**src/rtl/regfile_pkg.sv**
```systemverilog
// Shared register-file constants used by the write-port arbiter.
package regfile_pkg;

  localparam int unsigned REG_ADDR_W       = 5;
  localparam int unsigned NUM_REGS         = 32;
  localparam int unsigned ZERO_REG_DEFAULT = 31;
  localparam int unsigned DATA_W_DEFAULT   = 64;

endpackage

```
**src/rtl/regfile_write_arbiter_rr_pick.sv**
```systemverilog
// Combinational round-robin picker: first set request at or above ptr, wrapping.
module rr_pick #(
  parameter int unsigned NREQ  = 4,
  parameter int unsigned IDX_W = $clog2(NREQ)
) (
  input  logic [NREQ-1:0]  req,
  input  logic [IDX_W-1:0] ptr,
  output logic [NREQ-1:0]  grant,
  output logic [IDX_W-1:0] grantIdx,
  output logic             anyGrant
);

  int unsigned pos;

  // Walk the requests starting at ptr; the first valid one wins.
  always_comb begin
    grant    = '0;
    grantIdx = '0;
    anyGrant = 1'b0;
    pos      = 0;
    for (int unsigned k = 0; k < NREQ; k++) begin
      pos = 32'(ptr) + k;
      if (pos >= NREQ) pos = pos - NREQ;
      if (!anyGrant && req[IDX_W'(pos)]) begin
        grant[IDX_W'(pos)] = 1'b1;
        grantIdx           = IDX_W'(pos);
        anyGrant           = 1'b1;
      end
    end
  end

endmodule

```
**src/rtl/regfile_write_arbiter.sv**
```systemverilog
// Round-robin arbiter sharing the register-file write port between NREQ writers.
module regfile_write_arbiter
  import regfile_pkg::*;
#(
  parameter int unsigned NREQ     = 4,
  parameter int unsigned DATA_W   = DATA_W_DEFAULT,
  parameter int unsigned ZERO_REG = ZERO_REG_DEFAULT
) (
  input  logic                                clk,
  input  logic                                reset_n,
  input  logic [NREQ-1:0]                     req_valid,
  input  logic [NREQ-1:0][REG_ADDR_W-1:0]     req_addr,
  input  logic [NREQ-1:0][DATA_W-1:0]         req_data,
  output logic [NREQ-1:0]                     req_ready,
  input  logic                                hold,
  output logic [REG_ADDR_W-1:0]               WriteRegister,
  output logic [DATA_W-1:0]                   WriteData,
  output logic                                RegWrite,
  output logic [$clog2(NREQ)-1:0]             last_grant,
  output logic                                dropped
);

  localparam int unsigned IDX_W = $clog2(NREQ);

  logic [IDX_W-1:0] ptr;
  logic [NREQ-1:0]  pickGrant;
  logic [IDX_W-1:0] pickIdx;
  logic             pickAny;
  logic             accept;
  logic             isZero;

  rr_pick #(
    .NREQ  (NREQ),
    .IDX_W (IDX_W)
  ) picker (
    .req      (req_valid),
    .ptr      (ptr),
    .grant    (pickGrant),
    .grantIdx (pickIdx),
    .anyGrant (pickAny)
  );

  // Grant is suppressed while held or in reset; a grant on a valid line is an accept.
  always_comb begin
    req_ready = '0;
    accept    = 1'b0;
    isZero    = (req_addr[pickIdx] == REG_ADDR_W'(ZERO_REG));
    if (reset_n && !hold && pickAny) begin
      req_ready = pickGrant;
      accept    = 1'b1;
    end
  end

  // Pointer, last grant and the registered write port.
  always_ff @(posedge clk or negedge reset_n) begin
    if (!reset_n) begin
      ptr           <= '0;
      last_grant    <= '0;
      WriteRegister <= '0;
      WriteData     <= '0;
      RegWrite      <= 1'b0;
      dropped       <= 1'b0;
    end else begin
      RegWrite <= 1'b0;
      dropped  <= 1'b0;
      if (accept) begin
        ptr           <= (pickIdx == IDX_W'(NREQ - 1)) ? '0 : pickIdx + IDX_W'(1);
        last_grant    <= pickIdx;
        WriteRegister <= req_addr[pickIdx];
        WriteData     <= req_data[pickIdx];
        RegWrite      <= !isZero;
        dropped       <= isZero;
      end
    end
  end

endmodule

```
**config.mk**
```make
export PLATFORM = sky130hd
export DESIGN_NAME = regfile_write_arbiter
export DESIGN_NICKNAME = d
export VERILOG_FILES = /design/src/rtl/regfile_pkg.sv /design/src/rtl/regfile_write_arbiter_rr_pick.sv /design/src/rtl/regfile_write_arbiter.sv
export SDC_FILE = /design/constraint.sdc
export NUM_CORES = 1
export LEC_CHECK = 0
export ABC_AREA = 1
export BUFFER_PORTS_ARGS = -buffer_cell sky130_fd_sc_hd__buf_4
export CAP_MARGIN = 15
export CORE_AREA = 2 2 140 142
export DETAILED_ROUTE_END_ITERATION = 6
export DIE_AREA = 0 0 142 144
export PLACE_DENSITY_LB_ADDON = 0.2
export SLEW_MARGIN = 20
export SYNTH_ARGS = -nofsm -noshare
export SYNTH_HDL_FRONTEND = slang
export SYNTH_SLANG_ARGS = --single-unit
export TNS_END_PERCENT = 100
```
**constraint.sdc**
```tcl
create_clock -name clk -period 2.6 [get_ports clk]
set_clock_uncertainty 0.1 [all_clocks]
set_input_delay 0.26 -clock clk [delete_from_list [all_inputs] [get_ports clk]]
set_output_delay 0.26 -clock clk [all_outputs]
set_load 0.05 [all_outputs]
```
==> flow_summary.yaml, run 1 <==
outcome:
  status: "complete, no violations"
pwr:
  seqPwrFrac_pct: 14.1
  intPower_uw: 6924
  switching_share_pct: 53.71
  power.leakage_uw: 0.004472
  vdd_drop_max_uv: 713.2
  p_total_uw: 14960
  p_clk_share_pct: 8.8
  power_density_nw_per_um2: 1632
  p_sw_uw: 8035
  pwr-share-comb_pct: 77.1
global_route:
  grt_util_all_layers_pct: 21.28
  grt_pass1_vias: 6192
  grt_pass1_wl_um: 33780
  overflow: 0
  grt_max_degree: 68
  antenna_found_initial: 0
detailed_routing:
  wl_per_cell_um: 18.01
  drc_errors: 0
  dr.pass1.iters: 5
  drt-initial-drc-count: 291
  routed_wl_um: 24090
  vias_per_cell: 4.967
  postRouteAntennaNets: 0
  num_vias: 6646
final_layout:
  syn_to_final_growth_pct: 73.81
  multi_input_comb_area_um2: 3113
  finish.instance_area_um2: 9169
  nets: 1387
  diodes: 0
  final.fill_count: 1919
  regArea_um2: 1877
  layout-drive-gt1-share_pct: 44.36
sta:
  report.final.slew_viol_count: 0
  rsz0062_at_grt: "yes"
  relSlewSlack_pct: 58.43
  setup_viol: 0
  worstMarginPinSlew_ns: 0.6236
  fin_tns_setup_ns: 0
  fmaxAchievable_ghz: 0.3945
  whs_ns: 0.04247
  hold_viol_final: 0
  finalCritPeriodShare_pct: 97.50
  period_needed_ns: 2.535
run:
  drv_cap: 0
placed_design:
  gp_congestion: 0.9174
  dp_hpwl_um: 17410
  place_area_um2: 8344
  io_buffers: 359
clock_tree:
  cts_made_buffers: 9
  cts_buffer_depth: 2
  clk_latency_ns: 0.34
  root_buffer: "clkbuf_16"
  htree_num_levels: 3
  clock-sinks: 75
  clkTransAtPathRegs_ns: 0.06
  cts_tree: "done"
worst_setup_path:
  crit_type: "flop to primary output"
  path_buf_inv: 6
  endpoint_kind: "primary output"
  crit_family: "simple AND/OR/NAND/NOR gates"
  crit_chain: "inv_2, buf_6, nand2_2, nand3_2, nand2_4, buf_12, nor2_8, nand3_4, nand3_4, inv_8, nand2_2, clkinvlp_4, buf_6"
  slowest_stage: "dfrtp_1"
  reg2reg_from: "ptr[0]"
  max_stage_delay_ns: 0.39
  cp.arrival_ns: 2.18
  critPathLaunchType: "flop"
  setup.worst_path.start: "ptr[0]"
  path_max_fanout: 14
  critPathRequiredTime_ns: 2.24
floorplanning:
  die_w_um: 142
  ios: 360
  die_h_um: 144
  start_util_pct: 27.65
  die_area_um2: 20450
  core_um2: 19080
  num_rows: 51
synthesis:
  avgSynthCellArea_um2: 7.286
  synthesis.instances: 724
  synthesis.area_um2: 5275
  yosys.cell_types.count: 29
  ys_ff_latch: 75
  synthTopCellsByArea: "dfrtp_1, o211ai_1, nor2_1"
  yosysWarningCount: 0
  synth_top_area_cell: "dfrtp_1"
  synth_top_area_share_pct: 35.58
  ys_seq_area_share_pct: 35.58
  synth_nets: 1016
min_path:
  hp-start: "req_data[159]"
  min_path_type: "input pin to flop"
-- area by class of cell --
class | count | share of cell area, %
Multi-Input combinational cell | 553 | 33.95
Clock buffer | 12 | 2.797
Tap cell | 238 | 3.248
Sequential cell | 75 | 20.47
Inverter | 42 | 2.020
Timing Repair Buffer | 414 | 36.98
Clock inverter | 4 | 0.5322
-- stage by stage --
stage | std cells | util (%) | setup slack (ns)
2_1_floorplan | 724 | - | 0.04012
3_5_place_dp | 1295 | 43.73 | -0.03957
3_3_place_gp | 1295 | 43.73 | 0.05931
6_report | 1338 | 48.06 | 0.06493
4_1_cts | 1313 | 45.61 | 0.0005864
5_1_grt | 1338 | 48.06 | -0.05613
-- kinds of logic after synthesis --
logic type / share of synthesized area [%]
and+or+nand+nor: 25.71
AOI/OAI and AO/OA: 28.20
buffers and inverters: 8.373
DFF: 35.58
adders and majority gates: 2.135
-- cell usage in the layout (no fill, tap or decap), types with 4 or more instances in the layout --
master and instances:
buf_6 6, o211ai_1 59, o21a_1 40, nand2_4 6, nor2_1 113, a31oi_1 26, buf_12 11, or2_1 17
clkbuf_16 14, dfrtp_1 75, o21ai_0 71, ha_1 8, or2_2 17, inv_1 34, nand2_2 12, nand2_1 87
o21ai_1 38, nand3_1 30, o21ai_2 5, nand3_4 4, clkinvlp_4 4, buf_4 387, nand4_1 10
-- worst paths after layout --
check                                endpoint  slack, ns  cells past startpoint
worst max-delay path             req_ready[1]       0.06                     13
worst min-delay path            WriteData[31]       0.04                      3
worst max register to register  WriteData[24]       0.10                     17
worst min register to register   WriteData[2]       0.39                      2
max in group asynchronous       WriteData[34]       0.91                      4
min in group asynchronous       WriteData[16]       0.48                      3
-- synth_stat cells, drive strengths merged --
library cell  number
ha                 9
a31oi             26
a21oi              1
nand4             10
nand2            104
inv               42
clkbuf            27
or2               34
dfrtp             75
nand3b             1
nor2             116
o22ai              1
nor3               1
nand3             36
o21ai            114
o21a              40
o211ai            59
buf               28
-- per-layer routing --
layer | track usage (%) | wire [um]
met1 | 25.52 | 9781
met2 | 36.82 | 11940
met3 | 5.861 | 1835
met4 | 7.263 | 533
met5 | 0 | 0
-- worst min-delay path, cell delays in order --
cell and delay [ns]:
buf_4 0.08, o21ai_1 0.06, nand3_1 0.06
-- power groups by stage --
stage	Combinational (uW)	Sequential (uW)	Clock, uW
after floorplan	4920	3980	0
after global placement	10100	2110	0
after detailed placement	10100	2120	0
after CTS	10100	2110	1360
after global routing	12400	2180	1400
final	11500	2110	1310
-- state kept, by name (all words and copies together), names as in the netlist --
register,cells
last_grant,2
WriteRegister,5
dropped,1
RegWrite,1
WriteData,64
ptr,2
-- timing repair --
item | in CTS | in global routing
hold buffers | 1 | 0
pin swaps | 1 | 11
resized for setup | 6 | 49
setup buffers | 1 | 18
endpoints found under the hold margin | 32 | 0
endpoints found under the setup margin | 28 | 70
cloned | 0 | 7
Power figures use the tool's default switching activity.
==> run 2: changes to the inputs <==
REMOVE_ABC_BUFFERS = 1   (was unset)
==> run 2 against run 1 <==
Net effect:
- sequential share of layout area increased by 0.84 points
- flip-flop and latch count unchanged
- sequential power about the same
- register-to-register slack improved by 0.07 ns
- clock-buffer cell count decreased by 2
- die area unchanged
- critical endpoint is now req_ready[0]
- largest power group unchanged
==> flow_summary.yaml, run 2 (synthesized netlist as in run 1, its figures left out) <==
placed_design:
  dp_hpwl_um: 17740
  io_buffers: 359
  pre_cts_ws_ns: 0.09981
  gp_congestion: 0.8837
global_route:
  grt_use_met3_pct: 4.636
  antenna_found_initial: 0
  grt_use_met1_pct: 26.65
  grt_util_all_layers_pct: 21.22
  overflow: 0
  grt_pass1_vias: 6246
  grt_max_degree: 61
  gr-usage-met2_pct: 36.33
  gr-max-usage-layer: "met2"
  grt_pass1_wl_um: 33470
worst_setup_path:
  crit_chain: "inv_2, ha_4, buf_4, nand3_1, o21ai_2, nand3b_2, buf_4, o21ai_1, nand2_1, inv_1, buf_6"
  reg2reg_slack_ns: 0.17
  slowest_stage: "dfrtp_1"
  r2r-end: "WriteData[54]"
  critPathRequiredTime_ns: 2.24
  endpoint_kind: "primary output"
  critPathLaunchType: "flop"
  path_buf_inv: 5
  path_max_fanout: 5
  crit_top_cell: "buf_4"
  ff2ff_path_depth: 14
  cp.arrival_ns: 2.13
  reg2reg_from: "ptr[0]"
  max_stage_delay_ns: 0.39
  crit_family: "buffers and inverters"
  crit_type: "flop to primary output"
sta:
  fmaxAchievable_ghz: 0.4024
  fin_ws_ns: 0.1150
  rsz0062_at_grt: "yes"
  period_needed_ns: 2.485
  relSlewSlack_pct: 57.80
  worstMarginPinSlew_ns: 0.6330
  setup_viol: 0
  hold_viol_final: 0
  report.final.slew_viol_count: 0
  finalCritPeriodShare_pct: 95.58
clock_tree:
  root_buffer: "clkbuf_16"
  cts_tree: "done"
  clkTransAtPathRegs_ns: 0.07
  cts_buffer_depth: 2
  htree_num_levels: 3
  clock-sinks: 75
  cts_made_buffers: 9
  clk_latency_ns: 0.34
pwr:
  p_total_uw: 13820
  vdd_drop_max_uv: 651.1
  p_clk_share_pct: 9.3
  seqPwrFrac_pct: 15.3
  power_density_nw_per_um2: 1568
  pwr-share-comb_pct: 75.5
  switching_share_pct: 54.69
  intPower_uw: 6260
  p_sw_uw: 7556
  power.leakage_uw: 0.004344
final_layout:
  final_common_cell: "buf_4"
  largest_reg_flops: 64
  final_cell_mix: "buf_4, nor2_1, nand2_1"
  top_regs: "WriteData (64), WriteRegister (5)"
  nets: 1376
  diodes: 0
  syn_to_final_growth_pct: 66.98
  top_register: "WriteData"
  layout-drive-gt1-share_pct: 41.97
floorplanning:
  die_w_um: 142
  num_rows: 51
  die_h_um: 144
  core_um2: 19080
  ios: 360
  die_area_um2: 20450
  start_util_pct: 27.65
min_path:
  hp-start: "req_data[154]"
  min_to: "WriteData[26]"
  hold_depth: 3
  min_path_type: "input pin to flop"
outcome:
  status: "complete, no violations"
detailed_routing:
  postRouteAntennaNets: 0
  dr.pass1.iters: 4
  drt-initial-drc-count: 295
  num_vias: 6493
  wl_per_cell_um: 17.42
  drc_errors: 0
  vias_per_cell: 4.893
  routed_wl_um: 23120
run:
  drv_cap: 0
[run 2: layout make-up]
type	instances	area, um^2
Clock buffer	10	229.0
Clock inverter	6	65.06
Fill cell	1973	10270
Inverter	42	165.2
Multi-Input combinational cell	552	3008
Sequential cell	75	1877
Tap cell	238	297.8
Timing Repair Buffer	404	3167
[run 2: worst min-delay path, stage by stage]
cell	delay, ns
buf_4	0.08
o21ai_1	0.06
nand3_1	0.06
[run 2: timing repair]
| item | 4_1_cts | 5_1_grt |
|---|---|---|
| gates resized for setup | 4 | 18 |
| setup buffers | 0 | 1 |
| setup endpoints to repair | 4 | 34 |
| hold buffers | 1 | 0 |
| endpoints found under the hold margin | 30 | 0 |
| pin swaps | 0 | 2 |
| gates cloned | 0 | 1 |
[run 2: metrics by stage]
stage | cells | util, % | hold WS [ns] | cell area [um^2] | TNS (ns)
final | 1327 | 46.17 | 0.03918 | 8808 | 0
after CTS | 1325 | 45.71 | 0.02408 | 8721 | 0
after detailed placement | 1308 | 44.04 | 0.2860 | 8402 | 0
after global routing | 1327 | 46.17 | 0.03270 | 8808 | -0.07400
after floorplan | 669 | - | -0.1356 | 4991 | -164.07
after global placement | 1308 | 44.04 | 0.2865 | 8402 | 0
[run 2: power groups by stage]
stage               Combinational [uW]  Clock [uW]  Sequential (uW)
global placement                 10100           0             2110
finish                           10400        1280             2110
floorplan                         3830           0             3970
global route                     11300        1360             2170
CTS                              10200        1310             2110
detailed placement               10200           0             2110
[run 2: how the worst max path moves through the flow]
| stage | startpoint | to | slack, ns | cells after the start |
|---|---|---|---|---|
| floorplan | ptr[0] | ptr[1] | -2.56 | 12 |
| global placement | ptr[0] | WriteData[54] | 0.12 | 13 |
| detailed placement | ptr[0] | WriteData[54] | 0.1 | 13 |
| CTS | ptr[0] | req_ready[3] | 0.004 | 11 |
| global route | ptr[0] | req_ready[3] | -0.02 | 13 |
| finish | ptr[0] | req_ready[0] | 0.12 | 11 |
[run 2: per-layer routing]
layer  wire length [um]  vias to the layer above
li1                   -                     3207
met1               9548                     3009
met4                441                        0
met5                  0                        -
met2              11690                      248
met3               1445                       29
==> run 3: changes to the inputs <==
GPL_TIMING_DRIVEN = 0   (was unset)
==> run 3 against run 2 <==
Net effect:
- the run now ends with hold timing left
- first-iteration DRC count down 7.1%
- total power is 15% higher
- critical path depth increased by 1
- largest cell class unchanged
- via count increased by 4.2%
- flip-flop and latch count unchanged
- routed wire length up 17%
- register-to-register slack got worse by 0.10 ns
==> flow_summary.yaml, run 3 (synthesized netlist as in run 1, its figures left out) <==
outcome:
  status: "finished, violations left"
  violations: "hold timing"
final_layout:
  nets: 1394
  final_common_cell: "buf_4"
  largest_reg_flops: 64
  diodes: 0
  layoutNonFillerInstCount: 1344
  final_cell_mix: "buf_4, nor2_1, nand2_1"
  syn_to_final_growth_pct: 78.68
  final.fill_count: 1946
  top_regs: "WriteData (64), WriteRegister (5)"
  layout-drive-gt1-share_pct: 45.57
  top_register: "WriteData"
floorplanning:
  num_rows: 51
  start_util_pct: 27.65
  die_w_um: 142
  core_um2: 19080
  die_h_um: 144
  die_area_um2: 20450
  ios: 360
global_route:
  antenna_found_initial: 0
  grt_pass1_vias: 6277
  grt_pass1_wl_um: 37320
  overflow: 0
  grt_util_all_layers_pct: 24.16
  grt_max_degree: 79
clock_tree:
  cts_tree: "done"
  cts_made_buffers: 9
  cts_hold_buf: 0
  clock-sinks: 75
  htree_num_levels: 3
  clkTransAtPathRegs_ns: 0.07
  root_buffer: "clkbuf_16"
  cts_buffer_depth: 2
  clk_latency_ns: 0.34
placed_design:
  dp_hpwl_um: 15840
  placedCellCount: 1271
  io_buffers: 359
  gp_congestion: 0.7917
detailed_routing:
  drt-initial-drc-count: 274
  num_vias: 6768
  wl_per_cell_um: 20.16
  drc_errors: 0
  postRouteAntennaNets: 0
  vias_per_cell: 5.036
  routed_wl_um: 27100
  dr.pass1.iters: 5
sta:
  period_needed_ns: 2.545
  report.final.slew_viol_count: 0
  setup_viol: 0
  fmaxAchievable_ghz: 0.3929
  worstMarginPinSlew_ns: 0.8211
  finalCritPeriodShare_pct: 97.89
  rsz0062_at_grt: "yes"
  whs_ns: -0.1301
  relSlewSlack_pct: 45.26
  hold_viol_final: 75
worst_setup_path:
  critPathRequiredTime_ns: 2.24
  path_max_fanout: 5
  cp.arrival_ns: 2.19
  critPathLaunchType: "flop"
  endpoint_kind: "primary output"
  crit_type: "flop to primary output"
pwr:
  power_density_nw_per_um2: 1691
  p_total_uw: 15940
  vdd_drop_max_uv: 970.1
  power.leakage_uw: 0.004599
min_path:
  min_path_type: "input pin to async pin"
run:
  drv_cap: 0
run 3: final timing paths:
kind                       slack, ns       endpoint  cells after the start     startpoint
setup / recovery                0.05   req_ready[2]                     12         ptr[1]
hold / removal                 -0.13   WriteData[3]                      1        reset_n
setup reg to reg                0.07  WriteData[48]                     14         ptr[1]
hold reg to reg                 0.40  last_grant[0]                      1  last_grant[0]
max in group asynchronous       1.94         ptr[1]                      1        reset_n
min in group clk                0.04  WriteData[23]                      3  req_data[151]
run 3: layout make-up:
class / count / area [um^2] / area share [%]
Timing Repair Buffer: 411 / 3432 / 36.41
Multi-Input combinational cell: 560 / 3303 / 35.05
Sequential cell: 75 / 1879 / 19.94
Tap cell: 238 / 297.8 / 3.159
Clock buffer: 10 / 239.0 / 2.536
Inverter: 42 / 217.7 / 2.310
Clock inverter: 5 / 30.03 / 0.3186
Timing Repair inverter: 3 / 26.28 / 0.2788
run 3: timing repair:
| item | 4_1_cts | 5_1_grt |
|---|---|---|
| pin swaps | 10 | 23 |
| resized for setup | 44 | 51 |
| cloned | 12 | 10 |
| setup endpoints to repair | 79 | 71 |
| buffers inserted | 26 | 11 |
| endpoints found under the hold margin | 0 | 75 |
run 3: power breakdown:
group	total [uW]	switching [uW]	internal [uW]
sequential	2090	334	1760
clock	1190	524	663
combinational	12700	7920	4730
total	15900	8780	7160
run 3: worst max-delay path: stages, from the launching register on:
cell        delay (ns)
dfrtp_2           0.38
clkinvlp_4        0.11
ha_4              0.33
inv_4             0.06
nand2_4           0.06
nand2_4           0.07
nor2_8            0.14
nand3_4           0.15
nand3_4           0.23
inv_16            0.06
nand2_1           0.07
inv_1             0.04
buf_6             0.14
run 3: layer usage:
metal	vias to the layer above	routed length [um]	track usage [%]
met4	0	552	6.000
met1	3197	11300	31.04
met5	-	0	0
met3	36	1631	5.430
met2	267	13620	41.27
li1	3268	-	-
run 3: metrics by stage:
step                      hold slack [ns]  setup slack [ns]  area, um^2  setup TNS [ns]  util, %
final                             -0.1301           0.05491        9425               0    49.40
after global routing             -0.06604          -0.04675        9425         -0.2783    49.40
after CTS                         0.02713          -0.01580        9009        -0.05662    47.22
after detailed placement           0.3838            -2.789        8124         -161.70    42.58
after global placement             0.3756            -5.153        7984         -355.85    41.85
after floorplan                   -0.1356            -2.560        4991         -164.07        -
